`config.mk`:
```
export PLATFORM = sky130hd
export DESIGN_NAME = rs232_tx_channel_arbiter
export DESIGN_NICKNAME = d
export VERILOG_FILES = /design/src/rtl/rs232_tx_channel_arbiter.sv
export SDC_FILE = /design/constraint.sdc
export NUM_CORES = 1
export LEC_CHECK = 0
export CAP_MARGIN = 25
export CORE_MARGIN = 1
export CORE_UTILIZATION = 49
export CTS_BUF_LIST = sky130_fd_sc_hd__clkbuf_4 sky130_fd_sc_hd__clkbuf_8
export CTS_CLUSTER_DIAMETER = 40
export DETAILED_ROUTE_END_ITERATION = 6
export PLACE_DENSITY = 0.83
export REMOVE_ABC_BUFFERS = 1
export SLEW_MARGIN = 10
export SYNTH_ARGS = -nofsm -noshare
export SYNTH_HDL_FRONTEND = slang
export SYNTH_SLANG_ARGS = --single-unit
```
`constraint.sdc`:
```
create_clock -name clock -period 2.4 [get_ports clock]
set_input_delay 0.48 -clock clock [delete_from_list [all_inputs] [get_ports clock]]
set_output_delay 0.48 -clock clock [all_outputs]
set_load 0.02 [all_outputs]
```
`src/rtl/rs232_tx_channel_arbiter.sv`:
```
// Round-robin byte mux of CHANNELS AXI-stream sources onto the single RS232 transmit stream.
// Inserts ESC,channel headers on channel changes and doubles payload ESC bytes so the host can demultiplex.
module rs232_tx_channel_arbiter #(
    parameter int CHANNELS  = 4,
    parameter int MAX_BURST = 16
) (
    input  logic                  clock,
    input  logic                  resetn,
    input  logic [8*CHANNELS-1:0] idata,
    input  logic [CHANNELS-1:0]   ivalid,
    output logic [CHANNELS-1:0]   iready,
    output logic [7:0]            odata,
    output logic                  ovalid,
    input  logic                  oready
);
    localparam int CW = (CHANNELS > 1) ? $clog2(CHANNELS) : 1;
    localparam int NW = $clog2(MAX_BURST + 1);
    localparam logic [7:0]    ESC       = 8'hFE;
    localparam logic [NW-1:0] BURST_MAX = NW'(MAX_BURST);

    typedef enum logic [1:0] {IDLE, HDR_CH, DATA, STUFF} state_t;

    state_t        state, state_nx;
    logic [CW-1:0] grant, grant_nx;
    logic [CW-1:0] ptr, ptr_nx;
    logic [CW-1:0] last_ch, last_ch_nx;
    logic          have_ch, have_ch_nx;
    logic [NW-1:0] count, count_nx;
    logic          load;
    logic [7:0]    load_data;
    logic          free;
    logic          found;
    logic [CW-1:0] pick;
    logic [CW-1:0] grant_inc;
    logic [7:0]    cur_byte;
    int            scan_idx;

    assign free      = !ovalid || oready;
    assign cur_byte  = idata[8*grant +: 8];
    assign grant_inc = (int'(grant) == CHANNELS - 1) ? '0 : grant + 1'b1;

    // First requester at or after ptr, wrapping at CHANNELS.
    always_comb begin
        found    = 1'b0;
        pick     = ptr;
        scan_idx = 0;
        for (int i = 0; i < CHANNELS; i++) begin
            scan_idx = int'(ptr) + i;
            if (scan_idx >= CHANNELS) scan_idx = scan_idx - CHANNELS;
            if (!found && ivalid[scan_idx]) begin
                found = 1'b1;
                pick  = CW'(scan_idx);
            end
        end
    end

    always_comb begin
        state_nx   = state;
        grant_nx   = grant;
        ptr_nx     = ptr;
        last_ch_nx = last_ch;
        have_ch_nx = have_ch;
        count_nx   = count;
        load       = 1'b0;
        load_data  = ESC;
        iready     = '0;
        case (state)
            IDLE: begin
                if (found && free) begin
                    grant_nx = pick;
                    count_nx = '0;
                    // A header is needed whenever the stream's current channel changes.
                    if (!have_ch || pick != last_ch) begin
                        load      = 1'b1;
                        load_data = ESC;
                        state_nx  = HDR_CH;
                    end else begin
                        state_nx = DATA;
                    end
                end
            end
            HDR_CH: begin
                if (free) begin
                    load       = 1'b1;
                    load_data  = 8'(grant);
                    last_ch_nx = grant;
                    have_ch_nx = 1'b1;
                    count_nx   = '0;
                    state_nx   = DATA;
                end
            end
            DATA: begin
                if (!ivalid[grant] || count == BURST_MAX) begin
                    state_nx = IDLE;
                    ptr_nx   = grant_inc;
                end else if (free) begin
                    iready[grant] = 1'b1;
                    load          = 1'b1;
                    load_data     = cur_byte;
                    count_nx      = count + 1'b1;
                    if (cur_byte == ESC) state_nx = STUFF;
                end
            end
            STUFF: begin
                // Second half of a doubled ESC; does not count toward the burst.
                if (free) begin
                    load      = 1'b1;
                    load_data = ESC;
                    state_nx  = DATA;
                end
            end
            default: state_nx = IDLE;
        endcase
    end

    always_ff @(posedge clock or negedge resetn) begin
        if (!resetn) begin
            state   <= IDLE;
            grant   <= '0;
            ptr     <= '0;
            last_ch <= '0;
            have_ch <= 1'b0;
            count   <= '0;
            odata   <= 8'h00;
            ovalid  <= 1'b0;
        end else begin
            state   <= state_nx;
            grant   <= grant_nx;
            ptr     <= ptr_nx;
            last_ch <= last_ch_nx;
            have_ch <= have_ch_nx;
            count   <= count_nx;
            if (load) begin
                odata  <= load_data;
                ovalid <= 1'b1;
            end else if (oready) begin
                ovalid <= 1'b0;
            end
        end
    end
endmodule

```
==> qor.log <==
qor: finish.fillerInstances 265
qor: routing.detailroute.via_count 1513
qor: floorplanning.rows 21
qor: synth.number_of_enable_flip_flop_cells_after_synthesis 0
qor: synth.synthMostInstantiatedCell sky130_fd_sc_hd__dfrtp_1
qor: finish.antennaDiodeCount 0
qor: finish.drive_gt1_frac 0.212
qor: global_routing.global_route.peak_usage_layer met2
qor: finish.flow.area_growth_from_synthesis 40.7%
qor: critical_path.critPathArrivalTime 1800 ps
qor: routing.drt_iter0_drc 66
qor: timing.post-route-period-util 0.948
qor: routing.routed_wirelength 4060 um
qor: finish.fin_nets 276
qor: routing.route.detailed.drc 0
qor: synth.syn-mean-instance-area 10.7 um2
qor: synth.synth-compound-area-share 0.145
qor: synth.synth.area.mux_share 0.217
qor: critical_path.type_of_the_worst_setup_path flop to output pin
qor: routing.post_drt_wl_per_cell 14.9 um
qor: clock_network.h-tree-depth 1
qor: timing.slew_headroom 0.690
qor: synth.synth_top_family_by_area multiplexers
qor: global_routing.first_global_vias 1608
qor: critical_path.crit_path_required_time 1920 ps
qor: flow_run.max_cap_viol_count 0
qor: floorplanning.fp.dieW 61.0 um
qor: timing.maxClockFrequency 439 MHz
qor: critical_path.crit_path_cell_trace inv_1 > ha_1 > nand2_1 > o311a_4 > and3_2 > buf_4
qor: critical_path.timing.critical_path.to_type output pin
qor: power.vdd_ir_drop_max 0.407 mV
qor: global_routing.antenna_found_initial 0
qor: floorplanning.full_die_area 3720 um2
qor: finish.multi_input_comb_area 1060 um2
qor: floorplanning.start_util 0.511
qor: clock_network.tritoncts_clock_tree done
qor: critical_path.worstPathMaxFanout 5
qor: global_routing.sum_of_overflow_across_all_layers_after_global_routing 0
qor: clock_network.insertion_delay 310 ps
qor: synth.dominantRegCellSynth sky130_fd_sc_hd__dfrtp_1
qor: clock_network.cts_made_buffers 3
qor: clock_network.cts_root_buffer sky130_fd_sc_hd__clkbuf_4
qor: synth.synth_common_cells 23 x sky130_fd_sc_hd__dfrtp_1, 15 x sky130_fd_sc_hd__nand2_1, 13 x sky130_fd_sc_hd__inv_1, 13 x sky130_fd_sc_hd__o21ai_0, 10 x sky130_fd_sc_hd__ha_1
qor: critical_path.cpLargestDelayFamily flip-flops
qor: clock_network.ctsHoldBuffers 0
qor: finish.sequential_cell_area 576 um2
qor: global_routing.grt.met1_usage 0.309
qor: timing.finalClockSkew 3.44 ps
qor: synth.syn_inst 160
qor: synth.postSynthRegisterBits 23
qor: placement.hpwlAfterDp 3230 um
qor: floorplanning.pin_count 52
qor: timing.timing_max_transition_violations_final 0
qor: placement.gpl_congestion 0.835
qor: synth.yosysWarningCount 0
qor: clock_network.cts_sinks 23
qor: clock_network.clock_tree.buffer_depth 2
qor: synth.yosysSeqAreaShare 0.338
qor: placement.setup_slack_placement -433 ps
qor: global_routing.grt.met3_usage 0.0320
qor: outcome.run_status finished clean
qor: global_routing.groute.layer.met2.usage 0.443
qor: routing.route.antenna.remaining_nets 0
qor: routing.vias_per_cell 5.56
qor: critical_path.critical_path.startpoint_type flop
qor: synth.async_flop_share 1.00
qor: synth.yosysUniqueCellTypes 46
qor: critical_path.delay_of_the_slowest_cell_on_the_worst_path 420 ps
qor: floorplanning.die_h 61.0 um
qor: synth.post_synth_and_or_nand_nor_area_fraction 0.155
qor: finish.layout.cells.non_filler 272
qor: global_routing.grt_pass1_wl 6800 um
qor: placement.post-place-cells 268
qor: timing.worst_pin_slew 466 ps
qor: critical_path.critical_path_slowest_stage_cell sky130_fd_sc_hd__dfrtp_1
qor: placement.place.port_buffers 51
qor: timing.setup_slack 125 ps
qor: finish.utilization 0.719
qor: floorplanning.core_region_area 3340 um2
qor: clock_network.cts.reportedPaths.clkPinSlew 130 ps
qor: power.report.power.total 2.76 mW
qor: min_path.hold_path_class primary input to asynchronous set/reset pin
qor: synth.syn-cell-area 1700 um2
qor: synth.synthAdderAreaFrac 0.0734
qor: synth.synth_largest_area_cell sky130_fd_sc_hd__dfrtp_1
qor: power.pwr_density_cell 1150 nW/um2
qor: synth.synthXorXnorAreaFrac 0.0250
qor: synth.synth.area.top_cells sky130_fd_sc_hd__dfrtp_1 34%, sky130_fd_sc_hd__mux4_1 9.3%, sky130_fd_sc_hd__ha_1 7.3%
qor: timing.rsz0062_at_grt false
qor: synth.synthDominantCellAreaShare 0.338
qor: routing.drt_pre_antenna_iters 4
qor: global_routing.grt_max_degree 24
qor: power.p_leak 1.10 nW
qor: critical_path.cp_num_buf_inv 2
qor: timing.final_hold_violation_count 0
qor: timing.setup_viol_count_final 0
qor: timing.final.min_clock_period 2280 ps
qor: global_routing.global_route.usage.total 0.249
sequential cells by signal, summed over array words and instances, names as in the netlist:
name / count
odata: 8
count: 5
grant: 2
last_ch: 2
ptr: 2
state: 2
have_ch: 1
ovalid: 1
placed cells by master, fill, tap and decap left out, types with 5 or more instances in the layout:
| cell | netlist | routed |
|---|---|---|
| sky130_fd_sc_hd__nand2_1 | 15 | 15 |
| sky130_fd_sc_hd__buf_4 | 0 | 17 |
| sky130_fd_sc_hd__mux2i_1 | 7 | 7 |
| sky130_fd_sc_hd__o21ai_0 | 13 | 13 |
| sky130_fd_sc_hd__clkdlybuf4s50_1 | 0 | 43 |
| sky130_fd_sc_hd__dfrtp_1 | 23 | 23 |
| sky130_fd_sc_hd__mux4_1 | 6 | 6 |
| sky130_fd_sc_hd__inv_1 | 13 | 13 |
| sky130_fd_sc_hd__nand3_1 | 5 | 5 |
| sky130_fd_sc_hd__ha_1 | 10 | 10 |
| sky130_fd_sc_hd__nor2_1 | 9 | 9 |
layer usage:
layer	vias to the layer above	share of wire
li1	720	-
met1	741	0.42
met2	42	0.52
met3	10	0.040
met4	0	0.027
met5	-	0
stage by stage:
step                      TNS, ps  area (um2)  hold slack [ps]
after detailed placement    -3910        2360              486
after CTS                       0        2380              519
after floorplan                 0        1670              184
after global routing            0        2400              555
final                           0        2400              509
after global placement      -2530        2360              467
kinds of logic (layout without fill, tap and decap cells):
logic type      after synthesis  in the layout
xor+xnor                      4              4
compound gates               33             33
mux                          22             22
buf+inv                      18             84
fa+ha+maj                    10             10
simple gates                 50             50
flops                        23             23
final cells by class:
| cell class | instances | area share |
|---|---|---|
| clock buffers | 4 | 0.0125 |
| repair buffers | 67 | 0.262 |
| multi-input cells | 119 | 0.441 |
| flip-flops and latches | 23 | 0.240 |
| well taps | 46 | 0.0240 |
| inverters | 13 | 0.0203 |
power breakdown:
part           leakage, nW  internal [mW]  switching [mW]
combinational        0.797          0.916           0.969
sequential           0.283          0.549           0.123
clock               0.0184         0.0763           0.122
total                 1.10           1.54            1.21
path summary, 6_finish.rpt:
check	start	endpoint	slack, ps	cells after the start
worst min-delay path	resetn	count[3]$_DFFE_PN0P_	510	2
max in group asynchronous	resetn	grant[0]$_DFFE_PN0P_	1660	2
min in group clock	have_ch$_DFFE_PN0P_	have_ch$_DFFE_PN0P_	520	1
worst max-delay path	count[0]$_DFFE_PN0P_	iready[2]	120	6
worst min register to register	have_ch$_DFFE_PN0P_	have_ch$_DFFE_PN0P_	520	1
worst max register to register	grant[0]$_DFFE_PN0P_	state[1]$_DFFE_PN0P_	190	7
timing repair:
item	4_1_cts	5_1_grt
pin swaps	1	0
setup buffers	0	0
resized for setup	22	6
endpoints found under the setup margin	4	14
(Power assumes the default switching activity.)
